===== src/rtl/seg7_mmio_display.sv =====
// Memory-mapped 4-digit hex seven-segment display (DATA/CTRL registers, time-multiplexed scan).
// Latency: register write/read takes effect at the next edge; pins are registered, 1 cycle behind scan state.
// Backpressure: none; every bus access completes in one cycle. Optional SEG_LZB_EN enables leading-zero blanking.
module seg7_mmio_display #(
   parameter logic [31:0] BASE_ADDR = 32'h0000_1000,
   parameter int unsigned SCAN_DIV  = 50000,
   parameter int unsigned CNT_W     = 16
) (
   input  logic        clk,
   input  logic        reset,
   input  logic        mem_write,
   input  logic [31:0] write_address,
   input  logic [31:0] write_data,
   input  logic        mem_read,
   input  logic [31:0] read_address,
   output logic [31:0] rd_data,
   output logic        rd_valid,
   output logic        seg_c1,
   output logic        seg_c2,
   output logic        seg_c3,
   output logic        seg_c4,
   output logic        seg_a,
   output logic        seg_b,
   output logic        seg_c,
   output logic        seg_d,
   output logic        seg_e,
   output logic        seg_f,
   output logic        seg_g,
   output logic        seg_h
);

   // Word addresses of the two registers; byte-offset bits are ignored on the bus.
   localparam logic [31:0] CTRL_ADDR = BASE_ADDR + 32'd4;
   localparam logic [29:0] DATA_WA   = BASE_ADDR[31:2];
   localparam logic [29:0] CTRL_WA   = CTRL_ADDR[31:2];
   // Last prescaler value of the visible part of a slot; the following value is the gap cycle.
   localparam logic [CNT_W-1:0] PRE_GAP = CNT_W'(SCAN_DIV - 2);

   typedef enum logic [1:0] {
      ST_OFF  = 2'd0,
      ST_SHOW = 2'd1,
      ST_GAP  = 2'd2
   } scan_state_t;

   logic [15:0]      data_q;
   logic             ctrl_en_q;
   logic [3:0]       dp_mask_q;
   scan_state_t      state_q, state_d;
   logic [CNT_W-1:0] pre_q, pre_d;
   logic [1:0]       idx_q, idx_d;
   logic             wr_data_hit, wr_ctrl_hit, rd_data_hit, rd_ctrl_hit;
   logic [3:0]       nibble;
   logic [6:0]       glyph;      // active-high, bit 6 = a ... bit 0 = g
   logic [6:0]       decoded;
   logic [3:0]       digit_sel;  // active-low, bit 3 = c1
   logic             digit_on;
   logic [3:0]       digit_n_q;
   logic [6:0]       seg_n_q;
   logic             dp_n_q;
   logic             unused_bits;

   assign wr_data_hit = mem_write && (write_address[31:2] == DATA_WA);
   assign wr_ctrl_hit = mem_write && (write_address[31:2] == CTRL_WA);
   assign rd_data_hit = mem_read  && (read_address[31:2]  == DATA_WA);
   assign rd_ctrl_hit = mem_read  && (read_address[31:2]  == CTRL_WA);

   // Upper data bits and byte offsets carry no meaning for this peripheral.
   assign unused_bits = ^{write_data[31:16], write_address[1:0], read_address[1:0]};

   // Register file: full-word stores, unimplemented bits dropped.
   always_ff @(posedge clk or negedge reset) begin
      if (!reset) begin
         data_q    <= 16'h0000;
         ctrl_en_q <= 1'b0;
         dp_mask_q <= 4'h0;
      end else begin
         if (wr_data_hit) data_q <= write_data[15:0];
         if (wr_ctrl_hit) begin
            ctrl_en_q <= write_data[0];
            dp_mask_q <= write_data[7:4];
         end
      end
   end

   // Read port: a hit returns the pre-edge register value; a miss keeps the last data.
   always_ff @(posedge clk or negedge reset) begin
      if (!reset) begin
         rd_data  <= 32'h0;
         rd_valid <= 1'b0;
      end else begin
         rd_valid <= rd_data_hit || rd_ctrl_hit;
         if (rd_data_hit)      rd_data <= {16'h0000, data_q};
         else if (rd_ctrl_hit) rd_data <= {24'h0, dp_mask_q, 3'b000, ctrl_en_q};
      end
   end

   // Scan state, prescaler and digit index registers.
   always_ff @(posedge clk or negedge reset) begin
      if (!reset) begin
         state_q <= ST_OFF;
         pre_q   <= '0;
         idx_q   <= 2'd0;
      end else begin
         state_q <= state_d;
         pre_q   <= pre_d;
         idx_q   <= idx_d;
      end
   end

   // Scan next-state: dropping EN parks everything; GAP closes each slot and advances the digit.
   always_comb begin
      state_d = state_q;
      pre_d   = pre_q;
      idx_d   = idx_q;
      if (!ctrl_en_q) begin
         state_d = ST_OFF;
         pre_d   = '0;
         idx_d   = 2'd0;
      end else begin
         case (state_q)
            ST_OFF: begin
               state_d = ST_SHOW;
               pre_d   = '0;
               idx_d   = 2'd0;
            end
            ST_SHOW: begin
               pre_d = pre_q + CNT_W'(1);
               if (pre_q == PRE_GAP) state_d = ST_GAP;
            end
            ST_GAP: begin
               state_d = ST_SHOW;
               pre_d   = '0;
               idx_d   = idx_q + 2'd1;
            end
            default: begin
               state_d = ST_OFF;
               pre_d   = '0;
               idx_d   = 2'd0;
            end
         endcase
      end
   end

   // Pick the nibble and enable for the current slot; idx 0 is the leftmost digit.
   always_comb begin
      nibble    = data_q[15:12];
      digit_sel = 4'b0111;
      case (idx_q)
         2'd0: begin nibble = data_q[15:12]; digit_sel = 4'b0111; end
         2'd1: begin nibble = data_q[11:8];  digit_sel = 4'b1011; end
         2'd2: begin nibble = data_q[7:4];   digit_sel = 4'b1101; end
         default: begin nibble = data_q[3:0]; digit_sel = 4'b1110; end
      endcase
   end

   // Hex to segment pattern, active-high in a..g order.
   always_comb begin
      decoded = 7'h00;
      case (nibble)
         4'h0: decoded = 7'h7E;
         4'h1: decoded = 7'h30;
         4'h2: decoded = 7'h6D;
         4'h3: decoded = 7'h79;
         4'h4: decoded = 7'h33;
         4'h5: decoded = 7'h5B;
         4'h6: decoded = 7'h5F;
         4'h7: decoded = 7'h70;
         4'h8: decoded = 7'h7F;
         4'h9: decoded = 7'h7B;
         4'hA: decoded = 7'h77;
         4'hB: decoded = 7'h1F;
         4'hC: decoded = 7'h4E;
         4'hD: decoded = 7'h3D;
         4'hE: decoded = 7'h4F;
         default: decoded = 7'h47;
      endcase
   end

`ifdef SEG_LZB_EN
   // Blank a digit when it and everything to its left are zero; the rightmost digit always shows.
   always_comb begin
      glyph = decoded;
      case (idx_q)
         2'd0: if (data_q[15:12] == 4'h0) glyph = 7'h00;
         2'd1: if (data_q[15:8] == 8'h00) glyph = 7'h00;
         2'd2: if (data_q[15:4] == 12'h000) glyph = 7'h00;
         default: glyph = decoded;
      endcase
   end
`else
   assign glyph = decoded;
`endif

   assign digit_on = ctrl_en_q && (state_q == ST_SHOW);

   // Pin registers: light one digit during SHOW, everything dark when off or in the gap cycle.
   always_ff @(posedge clk or negedge reset) begin
      if (!reset) begin
         digit_n_q <= 4'hF;
         seg_n_q   <= 7'h7F;
         dp_n_q    <= 1'b1;
      end else if (digit_on) begin
         digit_n_q <= digit_sel;
         seg_n_q   <= ~glyph;
         dp_n_q    <= ~dp_mask_q[idx_q];
      end else begin
         digit_n_q <= 4'hF;
         seg_n_q   <= 7'h7F;
         dp_n_q    <= 1'b1;
      end
   end

   assign {seg_c1, seg_c2, seg_c3, seg_c4} = digit_n_q;
   assign {seg_a, seg_b, seg_c, seg_d, seg_e, seg_f, seg_g} = seg_n_q;
   assign seg_h = dp_n_q;

endmodule

===== config.mk =====
export PLATFORM = sky130hd
export DESIGN_NAME = seg7_mmio_display
export DESIGN_NICKNAME = d
export VERILOG_FILES = /design/src/rtl/seg7_mmio_display.sv
export SDC_FILE = /design/constraint.sdc
export NUM_CORES = 1
export LEC_CHECK = 0
export ABC_AREA = 1
export BUFFER_PORTS_ARGS = -buffer_cell sky130_fd_sc_hd__buf_4
export CAP_MARGIN = 20
export CELL_PAD_IN_SITES_DETAIL_PLACEMENT = 0
export CELL_PAD_IN_SITES_GLOBAL_PLACEMENT = 1
export CORE_MARGIN = 3
export CORE_UTILIZATION = 23
export CTS_CLUSTER_SIZE = 28
export DETAILED_ROUTE_END_ITERATION = 8
export PLACE_DENSITY_LB_ADDON = 0.1
export REMOVE_ABC_BUFFERS = 1
export SLEW_MARGIN = 0
export SYNTH_ARGS = -nofsm -noshare
export SYNTH_HDL_FRONTEND = slang
export SYNTH_SLANG_ARGS = --single-unit

===== constraint.sdc =====
create_clock -name clk -period 2.5 [get_ports clk]
set_clock_uncertainty 0.15 [all_clocks]
set_input_delay 0.25 -clock clk [delete_from_list [all_inputs] [get_ports clk]]
set_output_delay 0.25 -clock clk [all_outputs]
set_load 0.05 [all_outputs]

==> summary.txt <==
PWR
-------------------------------------------------------------------------------------------
Areal power density over the cells ........................................... 480.8 nW/um2
Clock share of power .........................................................        48.0%
Sequential cell fraction of total power ......................................        43.1%
LEAKAGE ......................................................................     2.698 nW
Peak supply drop .............................................................     396.0 uV
Cell internal power dissipation ..............................................     2.012 mW
Switching power share of the total ...........................................       23.61%
Fraction of power consumed by combinational cells ............................         8.9%
NetSw ........................................................................    0.6216 mW

GLOBAL ROUTE
-------------------------------------------------------------------------------------------
Pin count of the biggest net entering global routing .........................           71
Wire length of the first global-routing pass .................................     18040 um
Via count of the first global-routing pass ...................................         3689
GRT overflow .................................................................            0
Antenna violations before repair .............................................            0
Global-route usage over all layers ...........................................       11.50%

WORST HOLD PATH
-------------------------------------------------------------------------------------------
HP Class ..................................................................... input pin to flip-flop

SETUP PATH
-------------------------------------------------------------------------------------------
Worst Path Max Fanout ........................................................            6
Flop2flop setup slack ........................................................      0.23 ns
Nature of the critical path endpoint .........................................    flip-flop
Category of the critical setup timing path ................................... flip-flop to flip-flop
Required time at the worst-slack endpoint ....................................      2.60 ns
Arrival time reported for the critical path endpoint .........................      2.37 ns
Worst setup SP type ..........................................................    flip-flop

SYNTH
-------------------------------------------------------------------------------------------
Post-synth ARST share ........................................................       100.0%
Average instance area after synthesis ........................................    7.645 um2
Cell area after synthesis ....................................................     4036 um2
Unique masters post-synth ....................................................           37
Dominant combinational cell family by area after synthesis ................... simple AND/OR/NAND/NOR gates
Most instantiated flip-flop cell in the synthesis netlist .................... sky130_fd_sc_hd__dfrtp_1
Number of flip-flops and latches in the synthesized netlist ..................           70
Post-synthesis share of cell area spent on and, or, nand and nor gates .......       33.42%
Leading post-synthesis cells by cell area .................................... sky130_fd_sc_hd__dfrtp_1 36%, sky130_fd_sc_hd__nand2_1 15%, sky130_fd_sc_hd__dfstp_2 7.8%
Part of the Yosys area used for sequential elements ..........................       43.77%
Post-synthesis cell type with the largest combined area ...................... sky130_fd_sc_hd__dfrtp_1
Number of flops mapped to enable cells by yosys ..............................            0
Yosys top cell area share ....................................................       35.96%
Share of cell area taken by muxes after synthesis ............................           0%
Adder-cell area share of the yosys netlist ...................................       4.650%
Syn. warnings ................................................................            0
Post-synthesis xor/xnor area fraction ........................................           0%
Share of the synthesized area in compound gates (AO/OA/AOI/OAI) ..............       6.758%
Post-synthesis instance total ................................................          528

FLOORPLANNING
-------------------------------------------------------------------------------------------
Vertical die dimension .......................................................     138.5 um
Initial cell density of the core .............................................       23.92%
Core area ....................................................................    16880 um2
Number of standard-cell rows in the floorplan ................................           47
Area enclosed by the die boundary ............................................    19180 um2
Overall die width ............................................................     138.5 um
Io pins ......................................................................          145

TIMING
-------------------------------------------------------------------------------------------
Highest Clock Rate ...........................................................   0.4409 GHz
Setup repair after global routing missed its margin ..........................           no
Clock period minus final worst setup slack ...................................     2.268 ns
Slew at the pin closest to its max-slew limit ................................    0.5313 ns
Count of endpoints failing hold in the final timing report ...................            0
Setup-violating endpoint count in the final report ...........................            0
Portion of the clock cycle consumed by the worst path in the final layout ....       90.72%
Number of pins exceeding their max-slew limit in the final report ............            0
Aggregate negative setup slack ...............................................         0 ns
Relative slew margins ........................................................       64.54%

STATUS
-------------------------------------------------------------------------------------------
Run status ................................................................... finished, final reports clean

DRT
-------------------------------------------------------------------------------------------
DRT Wirelength ...............................................................     10770 um
First-pass iteration count of the detailed router ............................            6
Post-detailed-route DRC marker count .........................................            0
Via-to-Cell Ratio ............................................................        4.118
Number of design-rule violations left by the first detailed-router iteration .          138
Number of vias after detailed routing ........................................         3632
Post-detailed-route count of antenna-violating nets ..........................            0
Average routed wire per standard cell ........................................     12.21 um

CTS
-------------------------------------------------------------------------------------------
CTS HTree Levels .............................................................            3
Clock buffer count from CTS ..................................................            9
Count of clock tree sinks ....................................................           70
Clock-pin slew of the registers on the worst-case setup and hold paths .......      0.06 ns
Post-CTS repair timing setup buffer count ....................................            0
Cell at the root of the clock tree ........................................... sky130_fd_sc_hd__clkbuf_16
Worst-Skew Late Latency ......................................................      0.33 ns
Clock tree from TritonCTS ....................................................         done
Buffers from clock root to sink, at most .....................................            2

LAYOUT
-------------------------------------------------------------------------------------------
Layout cell share with drive strength beyond 1 ...............................       26.74%
Most frequent standard cell in the layout excluding fill and tap cells ....... sky130_fd_sc_hd__nand2_1
Final-layout fill cell count .................................................         1822
Area growth, synth to finish .................................................       35.68%
Final-stage net count ........................................................          772
Post-layout instance count excluding filler cells ............................          882
ANT cells ....................................................................            0
Leading cell types in the layout, fill and taps excluded ..................... 166 x sky130_fd_sc_hd__nand2_1, 112 x sky130_fd_sc_hd__buf_4, 63 x sky130_fd_sc_hd__inv_1, 58 x sky130_fd_sc_hd__dfrtp_1, 49 x sky130_fd_sc_hd__nor2_1

PLACE
-------------------------------------------------------------------------------------------
Detailed-placement wirelength estimate .......................................      8295 um
Routability cong. ............................................................       0.7878
Total instance count after detailed placement ................................          851
Port Buffers .................................................................          108

JOB
-------------------------------------------------------------------------------------------
Max-cap violations ...........................................................            0

## worst paths after layout
| kind | start | to | cells after the start |
|---|---|---|---|
| hold reg to reg | data_q[1] | data_q[1] | 2 |
| hold / removal | write_data[5] | dp_mask_q[1] | 3 |
| setup reg to reg | idx_q[1] | seg_n_q[3] | 11 |
| min in group asynchronous | reset | pre_q[9] | 3 |
| max in group asynchronous | reset | seg_h | 3 |
| setup / recovery | idx_q[1] | seg_n_q[3] | 11 |
## power groups by stage
stage | Combinational, mW | Clock, mW | Sequential [mW]
global route | 0.259 | 1.37 | 1.13
finish | 0.235 | 1.26 | 1.13
detailed placement | 0.220 | 0 | 1.15
CTS | 0.239 | 1.31 | 1.13
floorplan | 0.0804 | 0 | 1.15
global placement | 0.217 | 0 | 1.15
## flip-flops by register name, summed over array words and instances, names as in the netlist
| register | cells |
|---|---|
| seg_h | 1 |
| idx_q | 2 |
| digit_n_q | 4 |
| state_q | 2 |
| rd_valid | 1 |
| pre_q | 16 |
| rd_data | 16 |
| ctrl_en_q | 1 |
| dp_mask_q | 4 |
| data_q | 16 |
| seg_n_q | 7 |
## cell families after synthesis
kind of cell,count (synthesis)
adders and majority gates,15
other,1
buffers and inverters,95
DFF,70
AOI/OAI and AO/OA,41
and+or+nand+nor,306
## critical path: stages (launching register included)
cell and delay (ns):
sky130_fd_sc_hd__dfrtp_1 0.44, sky130_fd_sc_hd__inv_2 0.14, sky130_fd_sc_hd__ha_1 0.25, sky130_fd_sc_hd__nand2_1 0.07
sky130_fd_sc_hd__nand2_1 0.07, sky130_fd_sc_hd__nor2_1 0.05, sky130_fd_sc_hd__nor2_2 0.18, sky130_fd_sc_hd__inv_1 0.15
sky130_fd_sc_hd__ha_1 0.30, sky130_fd_sc_hd__nand3b_1 0.19, sky130_fd_sc_hd__nand3_1 0.11, sky130_fd_sc_hd__nand3_1 0.08
## what timing repair did
action,in CTS,in global routing
hold buffers,15,0
setup endpoints to repair,0,2
gates resized for setup,0,1
endpoints found under the hold margin,72,0
## synth_stat cells, types with 11 or more instances
master	count
sky130_fd_sc_hd__buf_4	16
sky130_fd_sc_hd__dfrtp_1	58
sky130_fd_sc_hd__inv_1	64
sky130_fd_sc_hd__a21oi_1	12
sky130_fd_sc_hd__nor2_1	49
sky130_fd_sc_hd__ha_1	15
sky130_fd_sc_hd__nand3_1	45
sky130_fd_sc_hd__dfstp_2	12
sky130_fd_sc_hd__o21ai_0	11
sky130_fd_sc_hd__nand2_1	166
sky130_fd_sc_hd__nor3_1	11
## routing by layer
metal | up-vias | wire [um] | track usage (%)
li1 | 1880 | - | -
met1 | 1638 | 4899 | 14.41
met2 | 103 | 5075 | 19.06
met3 | 11 | 636 | 3.349
met4 | 0 | 161 | 3.796
met5 | - | 0 | 0
## stage by stage
| stage | instance area [um2] | setup slack, ns | utilization (%) | hold slack (ns) | power [mW] |
|---|---|---|---|---|---|
| 4_1_cts | 5477 | 0.1742 | 32.45 | 0.002180 | 2.685 |
| 6_report | 5477 | 0.2320 | 32.45 | 0.02404 | 2.633 |
| 5_1_grt | 5477 | 0.07571 | 32.45 | 0.01252 | 2.759 |
| 3_3_place_gp | 5035 | 0.2765 | 29.83 | 0.1463 | 1.371 |
| 3_5_place_dp | 5035 | 0.1941 | 29.83 | 0.1508 | 1.374 |
| 2_1_floorplan | 3899 | 0.3960 | - | -0.1956 | 1.235 |
## final cells by class
type / count / area, um2 / share of cell area [%]
Timing Repair Buffer: 128 / 1011 / 18.46
Tap cell: 220 / 275.3 / 5.026
Sequential cell: 70 / 1767 / 32.26
Clock inverter: 6 / 62.56 / 1.142
Multi-Input combinational cell: 378 / 1869 / 34.13
Inverter: 70 / 262.8 / 4.798
Clock buffer: 10 / 229.0 / 4.181
No activity file was read; power rests on OpenSTA's default activity.
